File: config.mk
export PLATFORM = sky130hd
export DESIGN_NAME = ru_result_merger_os
export DESIGN_NICKNAME = d
export VERILOG_FILES = /design/src/rtl/ru_result_merger_os.sv
export SDC_FILE = /design/constraint.sdc
export NUM_CORES = 2
export LEC_CHECK = 0
export BUFFER_PORTS_ARGS = -buffer_cell sky130_fd_sc_hd__buf_2
export CELL_PAD_IN_SITES_DETAIL_PLACEMENT = 0
export CELL_PAD_IN_SITES_GLOBAL_PLACEMENT = 1
export CORE_ASPECT_RATIO = 1.4
export CORE_MARGIN = 4
export CORE_UTILIZATION = 30
export CTS_BUF_LIST = sky130_fd_sc_hd__clkbuf_2
export DETAILED_ROUTE_END_ITERATION = 7
export PLACE_DENSITY_LB_ADDON = 0.05
export SYNTH_ARGS = -nofsm -noshare
export SYNTH_HDL_FRONTEND = slang
export SYNTH_SLANG_ARGS = --single-unit
File: constraint.sdc
create_clock -name clk -period 4.9 [get_ports clk]
set_clock_uncertainty 0.2 [all_clocks]
set_input_delay 0.49 -clock clk [delete_from_list [all_inputs] [get_ports clk]]
set_output_delay 0.49 -clock clk [all_outputs]
set_load 0.05 [all_outputs]
File: src/rtl/ru_result_merger_os.sv
// Result merger for the output-stationary array: captures a result matrix and
// the recomputed RU words, patches the faulty PEs, then streams rows out.
//
// Ports:
//   clk, rst (async, active-low)
//   sys_result_valid/sys_result_mat    full result matrix from the array
//   ru_en/ru_output_valid/ru_results   per-RU enable, pulse and result word
//   ru_row_mapping/ru_col_mapping      PE coordinates repaired by each RU
//   out_valid/out_ready/out_row_data/out_row_idx   row stream handshake
//   busy, frame_done, repaired_count, timeout_flag status
// Optional macro RU_MERGE_TIMEOUT_EN enables the COLLECT watchdog.
module ru_result_merger_os #(
  parameter int ROWS           = 4,
  parameter int COLS           = 4,
  parameter int WORD_SIZE      = 16,
  parameter int NUM_RU         = 4,
  parameter int TIMEOUT_CYCLES = 64
) (
  input  logic                              clk,
  input  logic                              rst,
  input  logic                              sys_result_valid,
  input  logic [ROWS*COLS*WORD_SIZE-1:0]    sys_result_mat,
  input  logic [NUM_RU-1:0]                 ru_en,
  input  logic [NUM_RU-1:0]                 ru_output_valid,
  input  logic [NUM_RU*WORD_SIZE-1:0]       ru_results,
  input  logic [$clog2(COLS)*NUM_RU-1:0]    ru_col_mapping,
  input  logic [$clog2(ROWS)*NUM_RU-1:0]    ru_row_mapping,
  input  logic                              out_ready,
  output logic                              out_valid,
  output logic [COLS*WORD_SIZE-1:0]         out_row_data,
  output logic [$clog2(ROWS)-1:0]           out_row_idx,
  output logic                              busy,
  output logic                              frame_done,
  output logic [$clog2(NUM_RU+1)-1:0]       repaired_count,
  output logic                              timeout_flag
);

  localparam int RW  = $clog2(ROWS);
  localparam int CW  = $clog2(COLS);
  localparam int NW  = $clog2(NUM_RU+1);
  localparam int MW  = ROWS*COLS*WORD_SIZE;
  localparam int RWD = COLS*WORD_SIZE;

  typedef enum logic [1:0] {
    S_IDLE,
    S_COLLECT,
    S_PATCH,
    S_STREAM
  } state_t;

  state_t r_state;
  state_t w_next;

  logic [MW-1:0]             r_mat;
  logic                      r_mat_got;
  logic [NUM_RU-1:0]         r_ru_got;
  logic [NUM_RU*WORD_SIZE-1:0] r_ru_res;
  logic [RW*NUM_RU-1:0]      r_ru_row;
  logic [CW*NUM_RU-1:0]      r_ru_col;
  logic [RW-1:0]             r_idx;
  logic [NW-1:0]             r_cnt;
  logic                      r_done;

  logic                      w_capture;
  logic                      w_ru_ok;
  logic                      w_last;
  logic                      w_tfire;
  logic [MW-1:0]             w_patched;
  logic [NW-1:0]             w_cnt;

  assign w_capture = (r_state == S_IDLE) ||
                     (r_state == S_COLLECT);
  // ru_en is sampled live so a late disable still lets the frame exit
  assign w_ru_ok   = ((r_ru_got & ru_en) == ru_en);
  assign w_last    = (r_state == S_STREAM) && out_ready &&
                     (r_idx == RW'(ROWS-1));

  // Ascending loop: a later RU at the same coordinate overwrites earlier ones
  always_comb begin
    int rr;
    int cc;
    w_patched = r_mat;
    w_cnt     = '0;
    rr        = 0;
    cc        = 0;
    for (int i = 0; i < NUM_RU; i++) begin
      rr = int'(r_ru_row[i*RW +: RW]);
      cc = int'(r_ru_col[i*CW +: CW]);
      if (r_ru_got[i] && ru_en[i] &&
          (rr < ROWS) && (cc < COLS)) begin
        w_patched[(rr*COLS+cc)*WORD_SIZE +: WORD_SIZE] =
          r_ru_res[i*WORD_SIZE +: WORD_SIZE];
        w_cnt = w_cnt + NW'(1);
      end
    end
  end

`ifdef RU_MERGE_TIMEOUT_EN
  localparam int TW = $clog2(TIMEOUT_CYCLES+1);
  logic [TW-1:0] r_tcnt;
  logic          r_tout;

  assign w_tfire = (r_state == S_COLLECT) && r_mat_got &&
                   !w_ru_ok &&
                   (r_tcnt >= TW'(TIMEOUT_CYCLES-1));

  always_ff @(posedge clk or negedge rst) begin
    if (!rst) begin
      r_tcnt <= '0;
      r_tout <= 1'b0;
    end else begin
      if (r_state == S_IDLE)
        r_tcnt <= '0;
      else if (r_state == S_COLLECT &&
               r_tcnt != TW'(TIMEOUT_CYCLES))
        r_tcnt <= r_tcnt + TW'(1);
      if (w_tfire)
        r_tout <= 1'b1;
      else if (w_last)
        r_tout <= 1'b0;
    end
  end

  assign timeout_flag = r_tout;
`else
  logic w_unused_to;
  assign w_unused_to  = (TIMEOUT_CYCLES != 0);
  assign w_tfire      = 1'b0;
  assign timeout_flag = 1'b0;
`endif

  always_ff @(posedge clk or negedge rst) begin
    if (!rst)
      r_state <= S_IDLE;
    else
      r_state <= w_next;
  end

  always_comb begin
    w_next = r_state;
    unique case (r_state)
      S_IDLE:
        if (sys_result_valid || (|ru_output_valid))
          w_next = S_COLLECT;
      S_COLLECT:
        if ((r_mat_got && w_ru_ok) || w_tfire)
          w_next = S_PATCH;
      S_PATCH:
        w_next = S_STREAM;
      S_STREAM:
        if (w_last)
          w_next = S_IDLE;
      default:
        w_next = S_IDLE;
    endcase
  end

  always_comb begin
    out_valid      = (r_state == S_STREAM);
    out_row_data   = '0;
    if (out_valid)
      out_row_data = r_mat[int'(r_idx)*RWD +: RWD];
    out_row_idx    = r_idx;
    busy           = (r_state != S_IDLE);
    frame_done     = r_done;
    repaired_count = r_cnt;
  end

  always_ff @(posedge clk or negedge rst) begin
    if (!rst) begin
      r_mat     <= '0;
      r_mat_got <= 1'b0;
      r_ru_got  <= '0;
      r_ru_res  <= '0;
      r_ru_row  <= '0;
      r_ru_col  <= '0;
      r_idx     <= '0;
      r_cnt     <= '0;
      r_done    <= 1'b0;
    end else begin
      r_done <= 1'b0;
      if (w_capture && sys_result_valid && !r_mat_got) begin
        r_mat     <= sys_result_mat;
        r_mat_got <= 1'b1;
      end
      if (w_capture) begin
        for (int i = 0; i < NUM_RU; i++) begin
          if (ru_output_valid[i]) begin
            r_ru_res[i*WORD_SIZE +: WORD_SIZE] <=
              ru_results[i*WORD_SIZE +: WORD_SIZE];
            r_ru_row[i*RW +: RW] <= ru_row_mapping[i*RW +: RW];
            r_ru_col[i*CW +: CW] <= ru_col_mapping[i*CW +: CW];
            r_ru_got[i] <= 1'b1;
          end
        end
      end
      if (r_state == S_IDLE && w_next == S_COLLECT)
        r_cnt <= '0;
      if (r_state == S_PATCH) begin
        r_mat <= w_patched;
        r_cnt <= w_cnt;
      end
      if (r_state == S_STREAM && out_ready) begin
        if (w_last) begin
          r_idx     <= '0;
          r_done    <= 1'b1;
          r_ru_got  <= '0;
          r_mat_got <= 1'b0;
        end else begin
          r_idx <= r_idx + RW'(1);
        end
      end
    end
  end

endmodule

== Yosys cells after proc, flatten, opt, wreduce, memory -nomap -nowiden ==
Index checks and enable logic that the tools add are counted.
Storage, ports and cells
  bits in registers: 349
  word-level logic and storage cells: 103
Operators by class
  add/sub/neg operators: 12
  eq/ne operators: 6
  shift operators: 9
  mux-type cells: 34
  bitwise logic cells: 1
  reductions and logical operators: 22
Operators with widths (count)
  two-way mux 256 bit: 6
  bitwise mux 256 bit: 4
  variable shift 16 x 33 -> 256 bit, first input constant: 4
  variable part select 16 x 33 -> 256 bit: 4
  variable part select 256 x 9 -> 64 bit: 1
  negator 9 -> 33 bit: 4
  two-way mux 64 bit: 1
  adder 4 x 2 -> 5 bit: 4
  two-way mux 3 bit: 5
  two-way mux 4 bit: 3
  logical AND 1 bit: 10
  two-way mux 1 bit: 10
  two-way mux 2 bit: 4
  case mux 2 bit (4 select lines): 1
  AND reduction 2 bit: 4
  adder 3 x 1 -> 3 bit, second input constant: 2
  == test 2 bit, second input constant: 3
  nonzero test 2 bit: 3
  bitwise AND 4 bit: 1
  == test 2 x 1 -> 1 bit, second input constant: 2
  == test 4 bit: 1
  OR reduction 4 bit: 1
  adder 1 x 1 -> 2 bit, second input constant: 1
  adder 2 x 1 -> 2 bit, second input constant: 1
  3 further kinds: 4

== Logic depth before layout (Yosys ltp) ==
  depth in word-level cells: 12
  depth in mapped cells: 15

== Least setup slack after synthesis ==
OpenSTA, ideal clock, no wires.
  path kind: register to register
  from: register r_ru_col[0]
  to: register r_mat[62]
  setup time: 147 ps
  data arrival time: 3032 ps
  required time: 4553 ps
  path slack: 1521 ps
  cell stages (with the launch flop): 15
  buffers on the path: 6
  clock period less this slack: 3379 ps
  path through: dfrtp_1 > buf_6 > clkbuf_1 > clkbuf_1 > nor3_1 > ha_1 > buf_2 > or3b_1 > buf_2 > nor4_2 > buf_4 > mux2i_1 > a21oi_1 > a2111oi_0 > a221oi_1
Between the ends
  word-level cells in the longest chain between the ends: 12
  elaborated cells on any way between the ends: 13
  those cells by class: add/sub (2); shift (2); mux (9)
Ends and longest elaborated chain
  from (decl): RTL line 59  | logic [CW*NUM_RU-1:0] r_ru_col;
  from (signal, indexed assignment): RTL line 192  | r_ru_col[i*CW +: CW] <= ru_col_mapping[i*CW +: CW];
  adder 4 x 2 -> 5 bit (*): RTL line 91  | w_patched[(rr*COLS+cc)*WORD_SIZE +: WORD_SIZE] =
  negator 9 -> 33 bit (*): RTL line 92  | r_ru_res[i*WORD_SIZE +: WORD_SIZE];
  variable part select 16 x 33 -> 256 bit or variable shift 16 x 33 -> 256 bit (tied branches): RTL line 91
  bitwise mux 256 bit (*): RTL line 91
  two-way mux 256 bit (*): RTL line 89  | if (r_ru_got[i] && ru_en[i] &&
  bitwise mux 256 bit: RTL line 91
  two-way mux 256 bit (*): RTL line 89
  bitwise mux 256 bit: RTL line 91
  two-way mux 256 bit (*): RTL line 89
  bitwise mux 256 bit: RTL line 91
  two-way mux 256 bit (*): RTL line 89
  two-way mux 256 bit (*): RTL line 199  | if (r_state == S_PATCH) begin
  to (signal assigned): RTL line 183  | r_mat <= sys_result_mat;
  to (signal assigned): RTL line 200  | r_mat <= w_patched;
  to (decl): RTL line 54  | logic [MW-1:0] r_mat;
Mark *: on every way between the ends. The rest lies on a longest branch, timed or not.
A chain may end at the register's enable or synchronous reset.

== Final worst setup path ==
  from: register r_ru_col[4]
  to: register r_mat[87]
Between the ends
  word-level cells in the longest chain between the ends: 8
  elaborated cells on any way between the ends: 9
  those cells by class: add/sub (2); shift (2); mux (5)
Ends and longest elaborated chain (RTL line)
  adder 4 x 2 -> 5 bit (*): 91
  negator 9 -> 33 bit (*): 92
  variable part select 16 x 33 -> 256 bit or variable shift 16 x 33 -> 256 bit (tied branches): 91
  bitwise mux 256 bit (*): 91
  two-way mux 256 bit (*): 89
  bitwise mux 256 bit: 91
  two-way mux 256 bit (*): 89
  two-way mux 256 bit (*): 199
Marks and branches as above.

==> flow_summary_export.csv <==
group,metric,value,unit
yosys,synth-edff-count,0,
critical_path,path_class,"reg -> reg",
die,chipWidth,278,um
clock_network,clk_transition_reported_paths,0.11,ns
detailed_routing,drtPass1Iterations,8,
die,die-area,107000,um^2
clock_network,cts-root-to-sink-buffers,3,
critical_path,cp_data_arrival_time,5.99,ns
yosys,netlist-cell-type-count,90,
detailed_routing,final_routed_drc_violation_total,0,
detailed_routing,detail-route-antenna-nets,0,
yosys,total_nets_after_synthesis,4282,
sta,final_max_slew_viol_count,0,
layout,fillers,10300,
die,die_height,385,um
yosys,synthCells,3922,
run_status,run_status,"finished clean",
critical_path,crit_path_top_delay_cell,"sky130_fd_sc_hd__a21oi_1",
die,start_util,0.302,
pwr,total_leakage_power,19.0,nW
job,drv_cap,0,
clock_network,cts_root_buf,"sky130_fd_sc_hd__clkbuf_2",
layout,post-route-util,0.462,
critical_path,worstPathRequired,6.12,ns
global_route,grt_pass1_wl,329000,um
sta,setup_viol_count_final,0,
critical_path,worstSetupStartpointType,"flip-flop",
sta,hold_viol_final,0,
yosys,yosysSeqAreaShare,0.286,
pwr,power,35.2,mW
layout,design_area,46700,um^2
critical_path,timing.critical_path.cells,"buf_4 -> inv_1 -> ha_1 -> nand3b_1 -> a21oi_1 -> nand2_1 -> nor2_1 -> o221ai_1 -> dlygate4sd3_1 -> o221ai_1 -> dlygate4sd3_1",
die,fp-row-count,138,
global_route,globalRoute.totalOverflow,0,
sta,maxClockFrequency,209,MHz
yosys,synthesis.area,30500,um^2
critical_path,cp_max_fo,15,
yosys,postSynth.topFlopCell,"sky130_fd_sc_hd__dfrtp_1",
sta,worst_pin_slew,1.47,ns
yosys,mean_cell_area_of_the_mapped_netlist,7.78,um^2
sta,final.hold.worst_slack,0.130,ns
detailed_routing,detail_route.vias_per_cell,6.29,
pwr,power.density_cell_area,754,nW/um^2
placed_design,numPortBuffers,419,
pwr,max-vdd-ir-drop,0.720,mV
placed_design,place.detailed.hpwl,163000,um
global_route,grt_antenna_before_repair,22,
pwr,power_frac_clock,0.076,
detailed_routing,totalWireLength,238000,um
pwr,power_frac_comb,0.725,
layout,layout_common_cells,"1064 x sky130_fd_sc_hd__dlygate4sd3_1, 627 x sky130_fd_sc_hd__nand2_1, 418 x sky130_fd_sc_hd__buf_2, 341 x sky130_fd_sc_hd__dfrtp_1, 340 x sky130_fd_sc_hd__a21oi_1",
layout,layout-drive-gt1-share,0.195,
worst_hold_path,hold_path.class,"in -> reg",
pwr,p_sw_frac,0.588,
pwr,intPower,14.5,mW
placed_design,gp_congestion,1.02,
critical_path,timing.critical_path.buf_inv,4,
layout,final_nets,5717,
critical_path,cp-end-kind,"flip-flop",
sta,timing.setup.tns,0,ns
global_route,grt_start_max_net_pins,136,
global_route,gr-usage-all-layers,0.430,
layout,layout.cells.most_common,"sky130_fd_sc_hd__dlygate4sd3_1",
detailed_routing,route.vias.total,42600,
die,core-area,101000,um^2
clock_network,cts_tree,"built",
detailed_routing,initialDrtViolationCount,5133,
pwr,total_switching_power,20.7,mW
yosys,proportion_of_synthesized_flip_flops_having_asynchronous_set_or_reset,1.00,
clock_network,htreeDepth,3,
critical_path,path_delay_family,"buffers and inverters",
clock_network,clkLatencyLatePin,1.47,ns
yosys,number_of_flip_flops_and_latches_in_the_synthesized_netlist,349,
placed_design,detailed_place.area,35000,um^2
detailed_routing,detail_route.wl_per_cell,35.2,um
layout,area_growth_syn_to_layout,53.0,%
die,pin_count,421,
clock_network,cts_made_buffers,108,
sta,post-route-period-util,0.974,
critical_path,slowest_delay,0.68,ns
clock_network,clkSinkCount,349,
sta,period_minus_slack,4.77,ns
yosys,yosys_warnings,0,
global_route,via_count_of_the_first_global_routing_pass,42300,
pwr,power_frac_seq,0.199,
sta,grt_setup_unrepaired,"false",
sta,relSlewSlack,0.0156,
-- cells in the mapped netlist (all sizes together) (80+ instances only) --
cell type  instances  area share
a21oi            340       0.056
nor3              86       0.015
and2              90       0.018
a211oi           126       0.031
o21ai            247       0.041
mux2i            240       0.079
nand2            627       0.077
dfrtp            349        0.29
nor2             252       0.031
mux2              80       0.030
nand3            166       0.027
a31oi            110       0.023
clkbuf           345       0.042
-- routing by layer --
layer	wire length, um	vias to the layer above	global-route usage
met5	75	-	0
met4	22600	10	0.340
met3	23600	875	0.0946
met2	102000	3034	0.653
met1	89600	21100	0.526
li1	-	17600	-
-- worst paths after layout --
| kind | start | to | slack [ns] | cells after the start |
|---|---|---|---|---|
| worst max register to register | r_ru_col[4] | r_mat[87] | 0.13 | 11 |
| min in group asynchronous | rst | r_ru_res[4] | 0.58 | 5 |
| worst max-delay path | r_ru_col[4] | r_mat[87] | 0.13 | 11 |
| max in group asynchronous | rst | r_ru_res[29] | 2.99 | 6 |
| worst min register to register | repaired_count[1] | repaired_count[1] | 0.32 | 2 |
| worst min-delay path | ru_output_valid[1] | r_ru_got[1] | 0.13 | 6 |
-- stage by stage --
step,cells,setup WS [ns]
after floorplan,3922,1.52
after detailed placement,5512,1.07
after CTS,6761,0.185
after global placement,5512,1.09
after global routing,6764,0.000512
final,6780,0.126
-- power by group through the flow --
stage	registers [mW]	logic (mW)	clock network (mW)
after floorplan	5.20	12.7	0
after global placement	6.84	21.4	0
after detailed placement	6.82	21.5	0
after CTS	6.77	24.5	2.69
after global routing	6.96	26.2	2.84
final	7.01	25.5	2.67
-- layout make-up --
class	instances	area (um^2)	share of cell area
sequential	349	8750	0.187
antenna	19	47.5	0.00102
timing repair buffer	1745	14900	0.319
multi-input combinational	3121	20200	0.433
clock inverter	30	195	0.00418
tap	1330	1660	0.0357
clock buffer	154	771	0.0165
inverter	32	120	0.00257
-- worst reg2reg max path: cells and delay by family (launching register included) --
| family | cells | cell delay, ns |
|---|---|---|
| adder cells (fa/ha/maj) | 1 | 0.50 |
| AO/OA/AOI/OAI | 3 | 0.89 |
| AND/OR/NAND/NOR | 3 | 1.18 |
| flip-flops | 1 | 0.38 |
| buffers and inverters | 4 | 1.59 |
-- sequential cells by signal (all words and copies together) (netlist names) --
name	flops
frame_done	1
out_row_idx	2
r_ru_row	8
r_ru_col	8
r_ru_res	64
r_state	2
r_mat_got	1
r_mat	256
r_ru_got	4
repaired_count	3
-- kinds of logic after synthesis --
family	after synthesis	share of synthesized area
AND/OR/NAND/NOR	1486	0.230
buffers and inverters	452	0.0584
XOR/XNOR	11	0.00316
flip-flops	349	0.286
AO/OA/AOI/OAI	1227	0.261
other	1	0.000123
multiplexers	384	0.156
adder cells (fa/ha/maj)	12	0.00492
-- repair_timing --
action / CTS / global route
resized for setup: 0 / 5
setup buffers: 0 / 0
setup endpoints to repair: 0 / 4
hold buffers: 1065 / 0
hold endpoints to repair: 698 / 0
Power figures use the tool's default switching activity.
